**config.mk**
```make
export PLATFORM = sky130hd
export DESIGN_NAME = axis_mux_alwr
export DESIGN_NICKNAME = d
export VERILOG_FILES = /design/src/rtl/axis_mux_alwr.sv
export SDC_FILE = /design/constraint.sdc
export NUM_CORES = 1
export LEC_CHECK = 0
export ABC_AREA = 1
export CORE_ASPECT_RATIO = 0.75
export CORE_MARGIN = 1.5
export CORE_UTILIZATION = 39
export DETAILED_ROUTE_END_ITERATION = 8
export PLACE_DENSITY = 0.82
export SLEW_MARGIN = 0
export SYNTH_ARGS = -nofsm -noshare
export SYNTH_HDL_FRONTEND = slang
export SYNTH_SLANG_ARGS = --single-unit
```
**constraint.sdc**
```tcl
create_clock -name clk -period 1.9 [get_ports clk]
set_clock_uncertainty 0.05 [all_clocks]
set_input_delay 0.285 -clock clk [delete_from_list [all_inputs] [get_ports clk]]
set_output_delay 0.285 -clock clk [all_outputs]
set_load 0.005 [all_outputs]
```
**src/rtl/axis_mux_alwr.sv**
```systemverilog
// axis_mux_alwr: round-robin merge of ADDR_TOTAL AXIS sources onto one AL write channel, address = source index.
// Latency: one cycle from a source transfer to its AL write; sustains one word per clock.
// Backpressure: all sources stall while the output register holds a word and m_al_wready is low.
module axis_mux_alwr #(
   parameter int DATA_BITS    = 2,
   parameter int DATA_WIDTH   = 8 << DATA_BITS,
   parameter int ADDR_TOTAL   = 2,
   parameter int ADDR_WIDTH   = $clog2(ADDR_TOTAL) + DATA_BITS,
   parameter int LOCK_ON_LAST = 0
) (
   input  logic                             clk,
   input  logic                             rst,
   input  logic [ADDR_TOTAL*DATA_WIDTH-1:0] sn_axis_data,
   input  logic [ADDR_TOTAL-1:0]            sn_axis_valid,
   input  logic [ADDR_TOTAL-1:0]            sn_axis_last,
   output logic [ADDR_TOTAL-1:0]            sn_axis_ready,
   output logic [ADDR_WIDTH-DATA_BITS-1:0]  m_al_waddr,
   output logic [DATA_WIDTH-1:0]            m_al_wdata,
   output logic                             m_al_wvalid,
   input  logic                             m_al_wready
);

   localparam int AW = ADDR_WIDTH - DATA_BITS;

   typedef enum logic {ST_IDLE, ST_LOCKED} state_t;

   state_t        state, state_nxt;
   logic [AW-1:0] lock_src, lock_src_nxt;
   logic [AW-1:0] last_grant;
   logic [AW-1:0] win_idx;
   logic [AW-1:0] cand;
   logic          win_vld;
   logic          win_last;
   logic          load;
   logic          xfer;

   // The output register can take a new word when empty or when its word leaves this cycle.
   assign load     = !m_al_wvalid || m_al_wready;
   assign xfer     = load && win_vld && !rst;
   assign win_last = sn_axis_last[win_idx];

   // Pick the winner: the locked source only, or the first valid source after last_grant.
   always_comb begin
      win_vld = 1'b0;
      win_idx = '0;
      cand    = '0;
      if (state == ST_LOCKED) begin
         win_idx = lock_src;
         win_vld = sn_axis_valid[lock_src];
      end else begin
         for (int k = 1; k <= ADDR_TOTAL; k++) begin
            if (int'(last_grant) + k >= ADDR_TOTAL) cand = AW'(int'(last_grant) + k - ADDR_TOTAL);
            else                                    cand = AW'(int'(last_grant) + k);
            if (!win_vld && sn_axis_valid[cand]) begin
               win_vld = 1'b1;
               win_idx = cand;
            end
         end
      end
   end

   // Ready goes to the winner only, and only while reset is released, so nothing is accepted in reset.
   always_comb begin
      sn_axis_ready = '0;
      if (load && win_vld && !rst) sn_axis_ready[win_idx] = 1'b1;
   end

   // Output stage: reload on every free slot, hold address and data while stalled.
   always_ff @(posedge clk) begin
      if (rst) begin
         m_al_wvalid <= 1'b0;
         m_al_waddr  <= '0;
         m_al_wdata  <= '0;
      end else if (load) begin
         if (win_vld) begin
            m_al_wvalid <= 1'b1;
            m_al_waddr  <= win_idx;
            m_al_wdata  <= sn_axis_data[int'(win_idx)*DATA_WIDTH +: DATA_WIDTH];
         end else begin
            m_al_wvalid <= 1'b0;
         end
      end
   end

   // Round-robin pointer follows the last source that actually transferred.
   always_ff @(posedge clk) begin
      if (rst)       last_grant <= AW'(ADDR_TOTAL - 1);
      else if (xfer) last_grant <= win_idx;
   end

   // Lock state register.
   always_ff @(posedge clk) begin
      if (rst) begin
         state    <= ST_IDLE;
         lock_src <= '0;
      end else begin
         state    <= state_nxt;
         lock_src <= lock_src_nxt;
      end
   end

   // Lock on a non-last word, release when the locked source delivers its last word.
   always_comb begin
      state_nxt    = state;
      lock_src_nxt = lock_src;
      if (LOCK_ON_LAST != 0 && xfer) begin
         case (state)
            ST_IDLE: begin
               if (!win_last) begin
                  state_nxt    = ST_LOCKED;
                  lock_src_nxt = win_idx;
               end
            end
            ST_LOCKED: begin
               if (win_last) state_nxt = ST_IDLE;
            end
            default: state_nxt = ST_IDLE;
         endcase
      end
   end

endmodule

```
**After elaboration in Yosys (flattened, before gate mapping)**

Index checks and enable logic that the tools add are counted.

- Bits in registers: 35
- Input port bits: 71

- Add/sub/neg operators: 4
- Order comparisons: 6
- Shifts and indexed selects: 1
- Mux-type cells: 14
- Reduce and logical (&&, ||, !) cells: 9

Operator list:

| cell | count |
|---|---|
| 64-bit by 7-bit indexed part select with 32-bit output | 1 |
| 1-bit two-way mux | 12 |
| 1-bit by 2-bit < comparator with 1-bit output (second input constant) | 3 |
| 1-bit logical AND | 4 |
| 1-bit by 2-bit adder with 3-bit output (second input constant) | 1 |
| 3-bit by 2-bit >= comparator with 1-bit output (second input constant) | 1 |
| 1-bit zero test | 3 |
| 1-bit by 1-bit adder with 2-bit output (second input constant) | 1 |
| 2-bit >= comparator (second input constant) | 1 |
| 2-bit two-way mux | 1 |
| 2-bit AND reduction | 1 |
| 1-bit subtractor (second input constant) | 2 |
| 1-bit demux with 1-bit select | 1 |
| 1-bit >= comparator (second input constant) | 1 |
| 1-bit logical OR | 1 |

**Depth between registers and ports, before layout**

Gate-level depths: netlist (run 1).

- Word-level depth: 14
- Gate-level depth with buffers: 8
- Depth with buffers taken out: 7

**Least setup slack after synthesis (run 1)**

OpenSTA, ideal clock, no wires.

- Path type: input to output
- Start point: input sn_axis_valid[1]
- End point: output sn_axis_ready[1]
- Arrival: 0.952 ns
- Slack: 0.613 ns
- Stages on the path: 6
- Buffers on the path: 2
- Path through: buf_4 nand2_2 inv_2 buf_6 nand3_1 inv_1

- Longest elaborated chain between the ends: 11

RTL lines:

| item | line | source |
|---|---|---|
| start: declaration | 14 | `input logic [ADDR_TOTAL-1:0] sn_axis_valid,` |
| 1-bit two-way mux (not written as such) (2 in a row) | 54 | `if (!win_vld && sn_axis_valid[cand]) begin` |
| 1-bit two-way mux | 54 |  |
| 1-bit zero test | 54 |  |
| 1-bit logical AND | 54 |  |
| 1-bit two-way mux | 54 |  |
| 1-bit by 2-bit < comparator with 1-bit output (not written as such) or 1-bit >= comparator (tied branches) | 65 | `if (load && win_vld && !rst) sn_axis_ready[win_idx] = 1'b1;` |
| 1-bit logical AND (not written as such) | 65 |  |
| 1-bit two-way mux (not written as such) | 65 |  |
| 1-bit demux with 1-bit select | 65 |  |
| 2-bit two-way mux (*) | 65 |  |
| end: declaration | 16 | `output logic [ADDR_TOTAL-1:0] sn_axis_ready,` |

Every way passes the cells marked *; elsewhere a longest branch is shown, timed or not. The select of a mux whose other input is x is not followed.

**Worst setup path in the final report (run 1)**

- Start point: input m_al_wready
- End point: output sn_axis_ready[1]

- Longest elaborated chain between the ends: 4

RTL lines:

| item | line | source |
|---|---|---|
| start: declaration | 20 | `input logic m_al_wready` |
| 1-bit logical OR | 38 | `assign load = !m_al_wvalid \|\| m_al_wready;` |
| 1-bit logical AND (2 in a row) | 65 |  |
| 2-bit two-way mux | 65 |  |

Every way passes these cells.

==> reports/results.txt, run 1 <==
grt ovf = 0
Hold Buf Count CTS = 0
Finished Cell Area = 2870 um2
Syn-to-layout area delta = 71.9%
Nets = 439
most common cell after layout, fill and taps aside = nand2_1
Post-Route WL = 4.88 mm
Worst R2R Path Depth = 7
crit path launch type = input pin
Post-Syn Area = 1670 um2
GR peak layer = met2
vias in the first global route = 1909
row cnt = 20
worst slew pin tran = 0.344 ns
via count = 1961
PnR worst setup slack = 0.168 ns
sequential area share after synthesis = 42.0%
CP dominant cell by count = inv_1
fin crit period = 1.73 ns
Antenna Violating Nets Remaining = 0
Worst slew margin = 77.1%
sequential share of power = 44.1%
Placed Cells incl. Taps = 416
most frequent cells in the layout = nand2_1 (155), clkdlybuf4s50_1 (100), dfxtp_1 (35)
clk sinks = 35
CTS H-tree lvls = 2
Util after Layout = 70.3%
final hold viol count = 0
CTS clk-pin slew, worst paths = 0.06 ns
CP Max Fanout = 5
Initial Util = 40.9%
maximum VDD drop = 0.394 mV
CTS tree = done
Critical Path Slowest Stage Cell = clkdlybuf4s50_1
die width = 78.5 um
main area contributors after synthesis = dfxtp_1 (42%), nand2_1 (35%), nand3_1 (10%), buf_6 (2.7%), a21oi_1 (2.4%)
reg2reg end = m_al_wdata[14]
Non-Filler Instances = 423
total core area = 4080 um2
Sw Share = 26.3%
outcome = finished clean
largest area contributor in the netlist = dfxtp_1
Syn Area/Cell = 6.44 um2
combinational share of power = 27.5%
# IOs = 107
Yosys top cell area share = 42.0%
CTS max path bufs = 2
Worst Path Required = 1.56 ns
first-pass detailed-route iteration total = 4
Hold Crit Class = reg -> reg
P_int = 1.39 mW
Die Ht = 59.6 um
Syn Inst Count = 259
Post-Place Cell Area = 2770 um2
total of max-cap violations = 0
Worst Hold Margin = 0.401 ns
share of layout cells above drive strength 1 = 7.61%
total track usage = 22.6%
sequential cell area = 701 um2
unrepaired setup endpoints after global routing = false
GR Util met3 = 7.69%
Worst Setup SP = m_al_wready
flop2flop setup slack = 0.46 ns
full die area = 4680 um2
M2 GR Usage = 39.9%
total power = 1.88 mW
flops & latches, synth = 35
worst setup path class = in -> out
synth warn = 0
pin count of the biggest net entering global routing = 33
routability cong. = 0.785
CP endpoint = sn_axis_ready[1]
fin crit share = 91.1%
first-pass GRT wire length = 8.18 mm
count of cell types in the netlist = 16
Final Setup Violations = 0
Worst setup EP type = primary output
CP Cell Sequence = clkdlybuf4s50_1 -> inv_1 -> nand2_2 -> o21ai_4 -> inv_2 -> nand3_1 -> inv_1 -> dlygate4sd2_1
Clock Latency Late Sink = 0.28 ns
f_max = 578 MHz
fillcell total = 359
Net Switching = 495 uW
initial DRC count = 90
syn_nets = 330
static leakage = 1.38 nW
initial antenna violation count = 0
Inserted Clock Buffers = 5
clock share of power = 28.4%
P per Cell Area = 657 nW/um2
PortBufs = 104
antenna fix cells = 0
Post-DP HPWL = 3.53 mm
setup TNS = 0 ns
Vias/cell = 4.64
Setup Slack @ Placement = -0.182 ns
Pins Over Slew Limit = 0
Post-route DRC = 0
Multi-input gate area = 857 um2
cell at the root of the clock tree = clkbuf_8
slowest stage delay, CP = 0.45 ns
crit path DAT = 1.40 ns
RR Startpoint = m_al_wvalid
Wirelength per Cell = 11.5 um
GR Util met1 = 25.7%
## cell type report
class                   count  area share [%]
clock inverters             1           0.175
flip-flops and latches     35            24.4
multi-input cells         204            29.9
well taps                  55            2.40
clock buffers               6            2.88
inverters                   5           0.655
repair buffers            117            39.5
## worst min-delay path by stage
stage                   start             end  depth (start not counted)
3_5_place_dp       m_al_waddr      m_al_waddr                          2
5_1_grt        m_al_wdata[30]  m_al_wdata[30]                          2
6_report       m_al_wdata[20]  m_al_wdata[20]                          2
2_1_floorplan      m_al_waddr      m_al_waddr                          2
3_3_place_gp       m_al_waddr      m_al_waddr                          2
4_1_cts        m_al_wdata[21]  m_al_wdata[21]                          2
## cells in the mapped netlist
cell	n
nor2_8	1
nor3_1	1
nand2_2	2
o21ai_0	1
nand2_1	156
buf_1	2
buf_6	4
dfxtp_1	35
inv_2	3
clkbuf_1	1
nand3_1	34
inv_1	2
buf_2	6
buf_4	2
a21oi_1	8
o21ai_2	1
## power groups by stage
stage	sequential (mW)	clock [mW]	combinational, mW
floorplan	0.849	0	0.200
global placement	0.844	0	0.513
detailed placement	0.844	0	0.521
CTS	0.830	0.549	0.523
global route	0.837	0.584	0.572
finish	0.831	0.535	0.517
## flip-flops by register name, summed over array words and instances, names as in the netlist
register	flops
m_al_waddr	1
m_al_wdata	32
last_grant	1
m_al_wvalid	1
## kinds of logic (layout without fill, tap and decap cells)
logic type,count (synthesis),after routing,share of synthesized area [%]
AO/OA/AOI/OAI,10,10,3.23
AND/OR/NAND/NOR,194,194,47.6
flip-flops,35,35,42.0
buffers and inverters,20,129,7.20
## critical path, delay by kind of cell
family	cells	cell delay, ns
buffers and inverters	5	0.87
and+or+nand+nor	2	0.17
AOI/OAI and AO/OA	1	0.08
## routing by layer
metal  wire (um)  part of all wire [%]
met1        2180                    45
met2        2200                    45
met3         436                   8.9
met4          71                   1.5
met5           0                     0
## what timing repair did
item	in CTS	in global routing
setup buffers	0	0
resized for setup	6	0
setup endpoints to repair	2	0
No activity file was read; power rests on OpenSTA's default activity.
==> inputs of run 2 (changes only) <==
- CAP_MARGIN: default -> 20
==> results of run 2 <==
The final DEF is identical to that of run 1; final timing and power are the same.
